===== src/rtl/spraid_wb_arbiter.sv =====
// spraid_wb_arbiter: round-robin two-master Wishbone arbiter in front of the SPI RAID controller,
// with a watchdog that aborts an owner whose cycle is never answered.
module spraid_wb_arbiter #(
  parameter int TIMEOUT = 1024
) (
  input  logic        wb_clk_i,
  input  logic        wb_rst_i,
  input  logic        m0_cyc_i,
  input  logic        m0_stb_i,
  input  logic        m0_we_i,
  input  logic        m0_lock_i,
  input  logic [31:0] m0_adr_i,
  input  logic [31:0] m0_dat_i,
  input  logic [3:0]  m0_sel_i,
  output logic [31:0] m0_dat_o,
  output logic        m0_ack_o,
  output logic        m0_err_o,
  output logic        m0_rty_o,
  output logic        m0_stall_o,
  input  logic        m1_cyc_i,
  input  logic        m1_stb_i,
  input  logic        m1_we_i,
  input  logic        m1_lock_i,
  input  logic [31:0] m1_adr_i,
  input  logic [31:0] m1_dat_i,
  input  logic [3:0]  m1_sel_i,
  output logic [31:0] m1_dat_o,
  output logic        m1_ack_o,
  output logic        m1_err_o,
  output logic        m1_rty_o,
  output logic        m1_stall_o,
  output logic        s_cyc_o,
  output logic        s_stb_o,
  output logic        s_we_o,
  output logic        s_lock_o,
  output logic [31:0] s_adr_o,
  output logic [31:0] s_dat_o,
  output logic [3:0]  s_sel_o,
  input  logic [31:0] s_dat_i,
  input  logic        s_ack_i,
  input  logic        s_err_i,
  input  logic        s_rty_i,
  input  logic        s_stall_i,
  output logic [1:0]  grant_o,
  output logic        timeout_o
);
  typedef enum logic [1:0] {IDLE, OWN0, OWN1, ABORT} state_t;
  state_t      state_q, state_d;
  logic        last_grant_q, last_grant_d;
  logic        abort_who_q, abort_who_d;
  logic [15:0] cnt_q, cnt_d;
  logic        own0, own1, resp, owner_cyc, owner_lock, expire, pick1;
  assign own0       = state_q == OWN0;
  assign own1       = state_q == OWN1;
  assign resp       = s_ack_i | s_err_i;
  assign owner_cyc  = own0 ? m0_cyc_i : m1_cyc_i;
  assign owner_lock = own0 ? m0_lock_i : m1_lock_i;
  assign expire     = (own0 | own1) & owner_cyc & ~resp & (cnt_q == 16'(TIMEOUT - 1));
  // last_grant_q set means m1 was granted last, so m0 wins the next tie
  assign pick1      = m1_cyc_i & (~m0_cyc_i | ~last_grant_q);
  always_comb begin
    state_d      = state_q;
    last_grant_d = last_grant_q;
    abort_who_d  = abort_who_q;
    cnt_d        = cnt_q;
    case (state_q)
      IDLE: if (m0_cyc_i | m1_cyc_i) begin
        last_grant_d = pick1;
        state_d      = pick1 ? OWN1 : OWN0;
        cnt_d        = '0;
      end
      OWN0, OWN1: begin
        cnt_d       = resp ? '0 : owner_cyc ? cnt_q + 16'd1 : cnt_q;
        abort_who_d = expire ? own1 : abort_who_q;
        state_d     = expire ? ABORT : (~owner_cyc & ~owner_lock) ? IDLE : state_q;
      end
      default: state_d = IDLE;
    endcase
  end
  always_ff @(posedge wb_clk_i or posedge wb_rst_i) begin
    if (wb_rst_i) begin
      state_q      <= IDLE;
      last_grant_q <= 1'b1;
      abort_who_q  <= 1'b0;
      cnt_q        <= '0;
    end else begin
      state_q      <= state_d;
      last_grant_q <= last_grant_d;
      abort_who_q  <= abort_who_d;
      cnt_q        <= cnt_d;
    end
  end
  assign grant_o    = {own1, own0};
  assign timeout_o  = state_q == ABORT;
  assign s_cyc_o    = own0 ? m0_cyc_i  : own1 & m1_cyc_i;
  assign s_stb_o    = own0 ? m0_stb_i  : own1 & m1_stb_i;
  assign s_we_o     = own0 ? m0_we_i   : own1 & m1_we_i;
  assign s_lock_o   = own0 ? m0_lock_i : own1 & m1_lock_i;
  assign s_adr_o    = own0 ? m0_adr_i  : own1 ? m1_adr_i : '0;
  assign s_dat_o    = own0 ? m0_dat_i  : own1 ? m1_dat_i : '0;
  assign s_sel_o    = own0 ? m0_sel_i  : own1 ? m1_sel_i : '0;
  assign m0_dat_o   = own0 ? s_dat_i : '0;
  assign m0_ack_o   = own0 & s_ack_i;
  assign m0_err_o   = (own0 & s_err_i) | (timeout_o & ~abort_who_q);
  assign m0_rty_o   = own0 & s_rty_i;
  assign m0_stall_o = ~own0 | s_stall_i;
  assign m1_dat_o   = own1 ? s_dat_i : '0;
  assign m1_ack_o   = own1 & s_ack_i;
  assign m1_err_o   = (own1 & s_err_i) | (timeout_o & abort_who_q);
  assign m1_rty_o   = own1 & s_rty_i;
  assign m1_stall_o = ~own1 | s_stall_i;
endmodule


===== config.mk =====
export PLATFORM = sky130hd
export DESIGN_NAME = spraid_wb_arbiter
export DESIGN_NICKNAME = d
export VERILOG_FILES = /design/src/rtl/spraid_wb_arbiter.sv
export SDC_FILE = /design/constraint.sdc
export NUM_CORES = 1
export LEC_CHECK = 0
export ABC_CLOCK_PERIOD_IN_PS = 2800
export CORE_AREA = 10 10 118 120
export CTS_CLUSTER_SIZE = 8
export DETAILED_ROUTE_END_ITERATION = 10
export DIE_AREA = 0 0 128 130
export PLACE_DENSITY = 0.71
export SLEW_MARGIN = 20
export SYNTH_ARGS = -nofsm -noshare
export SYNTH_HDL_FRONTEND = slang
export SYNTH_SLANG_ARGS = --single-unit

===== constraint.sdc =====
create_clock -name wb_clk_i -period 2.8 [get_ports wb_clk_i]
set_clock_uncertainty 0.15 [all_clocks]
set_input_delay 0.42 -clock wb_clk_i [delete_from_list [all_inputs] [get_ports wb_clk_i]]
set_output_delay 0.42 -clock wb_clk_i [all_outputs]
set_load 0.005 [all_outputs]

# ---- Yosys cells after proc, flatten, opt, wreduce, memory -nomap -nowiden
# Cells that the tools add are included.
dict set report word_totals {
  regBits 20
  input_bits 182
  elab_cells 75
}
dict set report classes {
  add_sub_neg 1
  eq_ne 7
  n_mux 23
  bitwise_logic 33
  reduce_logical 7
}
# op n
set op_table {}
lappend op_table {{$mux W32} 6}
lappend op_table {{$mux W16} 3}
lappend op_table {{$pmux W16 S2} 1}
lappend op_table {{$and A1 B1 Y1} 17}
lappend op_table {{$add A16 B1 Y16 const B} 1}
lappend op_table {{$eq A16 B10 Y1 const B} 1}
lappend op_table {{$mux W2} 4}
lappend op_table {{$mux W4} 2}
lappend op_table {{$not A1 Y1} 8}
lappend op_table {{$or A1 B1 Y1} 8}
lappend op_table {{$mux W1} 6}
lappend op_table {{$ne A3 B3 Y1 const B} 2}
lappend op_table {{$reduce_and A2 Y1} 3}
lappend op_table {{$eq A2 B2 Y1 const B} 2}
lappend op_table {{$pmux W2 S2} 1}
lappend op_table {{$reduce_and A3 Y1} 1}
lappend op_table {{$eq A2 B1 Y1 const B} 1}
lappend op_table {{$logic_not A2 Y1} 1}
lappend op_table {{$ne A2 B2 Y1 const B} 1}
lappend op_table {{$reduce_bool A2 Y1} 1}
lappend op_table {{$reduce_or A2 Y1} 1}

# ---- Longest topological paths before layout
dict set report logic_depth {
  ltp_word 7
  depth_mapped 8
  mapped_depth_nobuf 6
}

# ---- Least setup slack after synthesis
# No wires, ideal clock.
dict set report synth_path {
  kind {register to output}
  startpoint {register state_q[1]}
  endpoint {output port m0_dat_o[13]}
  arrival_time_ps 1633
  t_required_ps 2230
  path_slack_ps 597
  path_stages_with_launch 7
  path_cell_list {dfrtp_1 inv_1 ha_1 clkbuf_1 clkbuf_1 clkbuf_1 and2_1}
}
dict set report synth_via {
  elab_chain_cells 2
}
# element line
set synth_rtl {}
lappend synth_rtl {{start: declaration} 48} ;# state_t state_q, state_d;
lappend synth_rtl {{start signal: assignment} 87} ;# state_q <= state_d;
lappend synth_rtl {{$eq A2 B1 Y1} 53} ;# assign own0 = state_q == OWN0;
lappend synth_rtl {{via own0} 52} ;# logic own0, own1, resp, owner_cyc, owner_lock, expire, pick1;
lappend synth_rtl {{$mux W32} 102} ;# assign m0_dat_o = own0 ? s_dat_i : '0;
lappend synth_rtl {{end: declaration} 15} ;# output logic [31:0] m0_dat_o,
# The timed path passes the listed nets, and every way through them passes these cells.

# ---- Worst setup path in the final report
dict set report layout_path {
  startpoint {register state_q[0]}
  endpoint {output port s_sel_o[0]}
}
dict set report layout_via {
  elab_chain_cells 3
  word_cells_on_any_way 4
}
# element line
set layout_rtl {}
lappend layout_rtl {{$eq A2 B2 Y1} 54} ;# assign own1 = state_q == OWN1;
lappend layout_rtl {{$mux W4} 101} ;# assign s_sel_o = own0 ? m0_sel_i : own1 ? m1_sel_i : '0;
lappend layout_rtl {{$mux W4 *} 101}
lappend layout_rtl {{end: declaration} 38} ;# output logic [3:0] s_sel_o,
# Every way passes the cells marked *; elsewhere a longest branch is shown, timed or not.

==> metrics.md <==
| Metric | Value |
|---|---|
| Syn Area/Cell | `7.887 um2` |
| Dpl ws | `roughly 0.22 ns` |
| Number of global-route vias before repair | `roughly 3600` |
| Slowest stage delay, CP | `around 0.57 ns` |
| Total clock sinks | `20` |
| Cts bufs inserted | `3` |
| CP Data Arrival Time | `between 2 and 2.5 ns` |
| Post-synth EDFFs | `0` |
| Port bufs | `328` |
| Top Metal Used | `met5` |
| Final setup vio count | `0` |
| Outcome | `completed` |
| R2r setup slk | `0.27 ns` |
| Total detailed-routing wirelength | `19520 um` |
| Worst flop-to-flop path startpoint | `state_q[1]` |
| Max VDD drop | `approximately 0.00028 V` |
| Async S/R FF share, synth | `1.000` |
| Largest cells by area after synthesis | `a22o_1 (26%), dfrtp_1 (19%), and2_1 (17%), clkbuf_1 (3.5%), ha_1 (2.5%)` |
| WS Path Type | `flip-flop to output pin` |
| Relative slew slack | `0.4836` |
| Worst-Margin Slew | `0.7723 ns` |
| Distinct cell type count after synthesis | `48` |
| Crit path max fanout | `36` |
| Worst Path Required | `around 2.2 ns` |
| Reg clk slew, reported paths | `approximately 0.060 ns` |
| # placed instances | `768` |
| Total routing usage reported by global routing | `0.2112` |
| Congestion Overflow GR | `0` |
| Max frequency | `0.3612 GHz` |
| DRT Pass-1 Iters | `4` |
| Residual DRC | `0` |
| Routed WL per cell | `25.02 um` |
| Iter 0 DRT Violations | `roughly 290` |
| Power Dens Cells | `just over 600 nW/um2` |
| Unrepaired setup endpoints after global routing | `true` |
| Seq/Total Area, Yosys | `0.2013` |
| Final Hold Fails | `0` |
| Placement Cell Area | `between 5000 and 6000 um2` |
| Die area | `16640 um2` |
| Share of cells above drive strength 1 | `0.05732` |
| Synth Register Bits | `20` |
| Mapped Area | `2492 um2` |
| GPL Wtd Cong | `approximately 0.90` |
| Largest net degree at the start of global routing | `60` |
| Worst hold slack | `about 0.38 ns` |
| Die H | `roughly 130 um` |
| Non-Filler Instances | `780` |
| CP cell instances | `inv_1, ha_1, nor2b_4, buf_12, a22o_1, clkdlybuf4s50_1` |
| Classification of the worst-slack hold path | `flip-flop to flip-flop` |
| Final Cell Area | `between 6000 and 7000 um2` |
| Via count | `about 3800` |
| Cell Rows | `40` |
| Clock Tree Buf Depth | `2` |
| Hold path depth | `2` |
| HPWL Detailed | `about 17000 um` |
| Final nets | `roughly 820` |
| WL met2 | `9466 um` |
| Crit Reg-Reg Endpoint | `cnt_q[11]` |
| Tmin final | `about 2.8 ns` |
| Reg2Reg Depth | `6` |
| Max Slew Vio Count | `0` |
| Syn_nets | `between 500 and 600` |
| I/O pins | `329` |
| Clock Latency Late Sink | `between 0.2 and 0.3 ns` |
| Critical path's slowest cell | `clkdlybuf4s50_1` |
| Sink of the worst hold path | `last_grant_q` |
| Max-cap check violation count | `0` |
| Avg Vias per Cell | `about 4.9` |
| Top-area cell type share of the netlist area | `0.2565` |
| Detail Route Antenna Nets | `0` |
| Critical Path End Type | `output pin` |
| First-pass GRT wire length | `between 20000 and 30000 um` |
| Top_reg_cell synth | `dfrtp_1` |
| CTS tree | `done` |
| DRT met1 WL | `between 8000 and 9000 um` |
| Die Width | `around 130 um` |
| Area leader, netlist | `a22o_1` |
| Met3 WL post-DR | `~1800 um` |
| Critical Path Start Type | `flip-flop` |
| H-tree depth | `1` |
| Leakage Power | `2.379 nW` |
| Starting density of the core | `0.2128` |
| Initial antenna violation count | `4` |
| Final period utilization | `0.9889` |
| Core area | `around 12000 um2` |
| YS warnings | `0` |
| P&R area growth vs syn | `147.4%` |
| Setup ws final | `approximately 0.031 ns` |
| CTS Root Cell | `clkbuf_16` |
| Hold_sp | `last_grant_q` |
| Synthesized instance count | `around 320` |
## routing by layer
metal | vias to the layer above | global-route usage
met5 | - | 0
met4 | 2 | 0.02185
met3 | 9 | 0.07424
met2 | 179 | 0.3446
met1 | 1807 | 0.2709
li1 | 1824 | -
## metrics by stage
stage          TNS (ns)  total power, mW    util
5_1_grt         -0.3010            4.035  0.5257
2_1_floorplan         0            1.498       -
3_5_place_dp          0            3.290  0.5056
3_3_place_gp          0            3.273  0.5056
6_report              0            3.816  0.5266
4_1_cts               0            3.763  0.5181
## flip-flops by register name, indices dropped and copies added (netlist names)
| signal | count |
|---|---|
| state_q | 2 |
| abort_who_q | 1 |
| last_grant_q | 1 |
| cnt_q | 16 |
## worst max path at each step
stage          startpoint      endpoint  slack [ns]
6_report       state_q[0]    s_sel_o[0]        0.03
5_1_grt        state_q[0]    s_dat_o[4]       -0.04
4_1_cts        state_q[0]      s_lock_o       0.008
3_5_place_dp      s_err_i     cnt_q[11]        0.22
3_3_place_gp     m1_cyc_i      cnt_q[9]        0.24
2_1_floorplan  state_q[1]  m0_dat_o[13]        0.60
## timing repair
item / CTS / global route
hold buffers: 0 / 0
gates resized for setup: 1 / 10
endpoints found under the setup margin: 19 / 77
cloned: 1 / 1
setup buffers: 0 / 1
pin swaps: 0 / 0
## cell type report
cell class	count	area [um2]
Fill cell	1108	5544
Timing Repair Buffer	337	3420
Multi-Input combinational cell	258	1909
Sequential cell	20	503.0
Tap cell	147	183.9
Clock buffer	3	75.07
Inverter	9	33.78
Clock inverter	1	30.03
Antenna cell	5	12.51
## power breakdown
| part | total (mW) | switching (mW) | leakage, nW | internal (mW) |
|---|---|---|---|---|
| registers | 0.346 | 0.0268 | 0.273 | 0.319 |
| logic | 3.07 | 1.28 | 2.05 | 1.79 |
| clock network | 0.399 | 0.115 | 0.0511 | 0.284 |
| total | 3.82 | 1.42 | 2.38 | 2.40 |
## synthesized netlist by cell type, types with 2 or more instances
master	instances
o211ai_1	3
ha_1	5
clkbuf_1	23
nor3b_1	3
inv_1	9
a31oi_1	2
a21oi_1	10
o21ai_0	9
or3b_4	2
nand2b_1	3
and2_1	68
buf_4	3
and3_1	2
nor3_1	3
nand2_1	13
or3_1	9
or2_2	3
a22o_1	73
nor2_1	5
nand3_1	12
nand4_1	4
nor4_1	2
or4_1	6
a211o_1	2
dfrtp_1	19
## worst max-delay path: cells and delay by family, from the launching register on
kind	cells	cell delay (ns)
buf+inv	3	0.89
compound gates	1	0.25
fa+ha+maj	1	0.18
simple gates	1	0.18
flops	1	0.44
## placed cells by master (no fill, tap or decap), drive strengths merged, types with 4 or more instances in the layout
master	count
clkdlybuf4s50	327
o211ai	4
nand4	4
and2	68
a21oi	10
clkbuf	4
inv	9
or4	6
buf	8
or3	11
a22o	73
ha	5
dfrtp	19
nand3	13
o21ai	9
diode	5
nor2	5
nand2	13
## cell families (layout without fill, tap and decap cells)
family	count (synthesis)	after routing	synth area share
AND/OR/NAND/NOR	143	143	0.3509
AO/OA/AOI/OAI	107	107	0.3444
buffers and inverters	38	350	0.06525
flip-flops	20	20	0.2013
adder cells (fa/ha/maj)	5	5	0.02510
multiplexers	3	3	0.01305
other	0	5	0
Note: power is estimated with default switching activity, not from simulation.
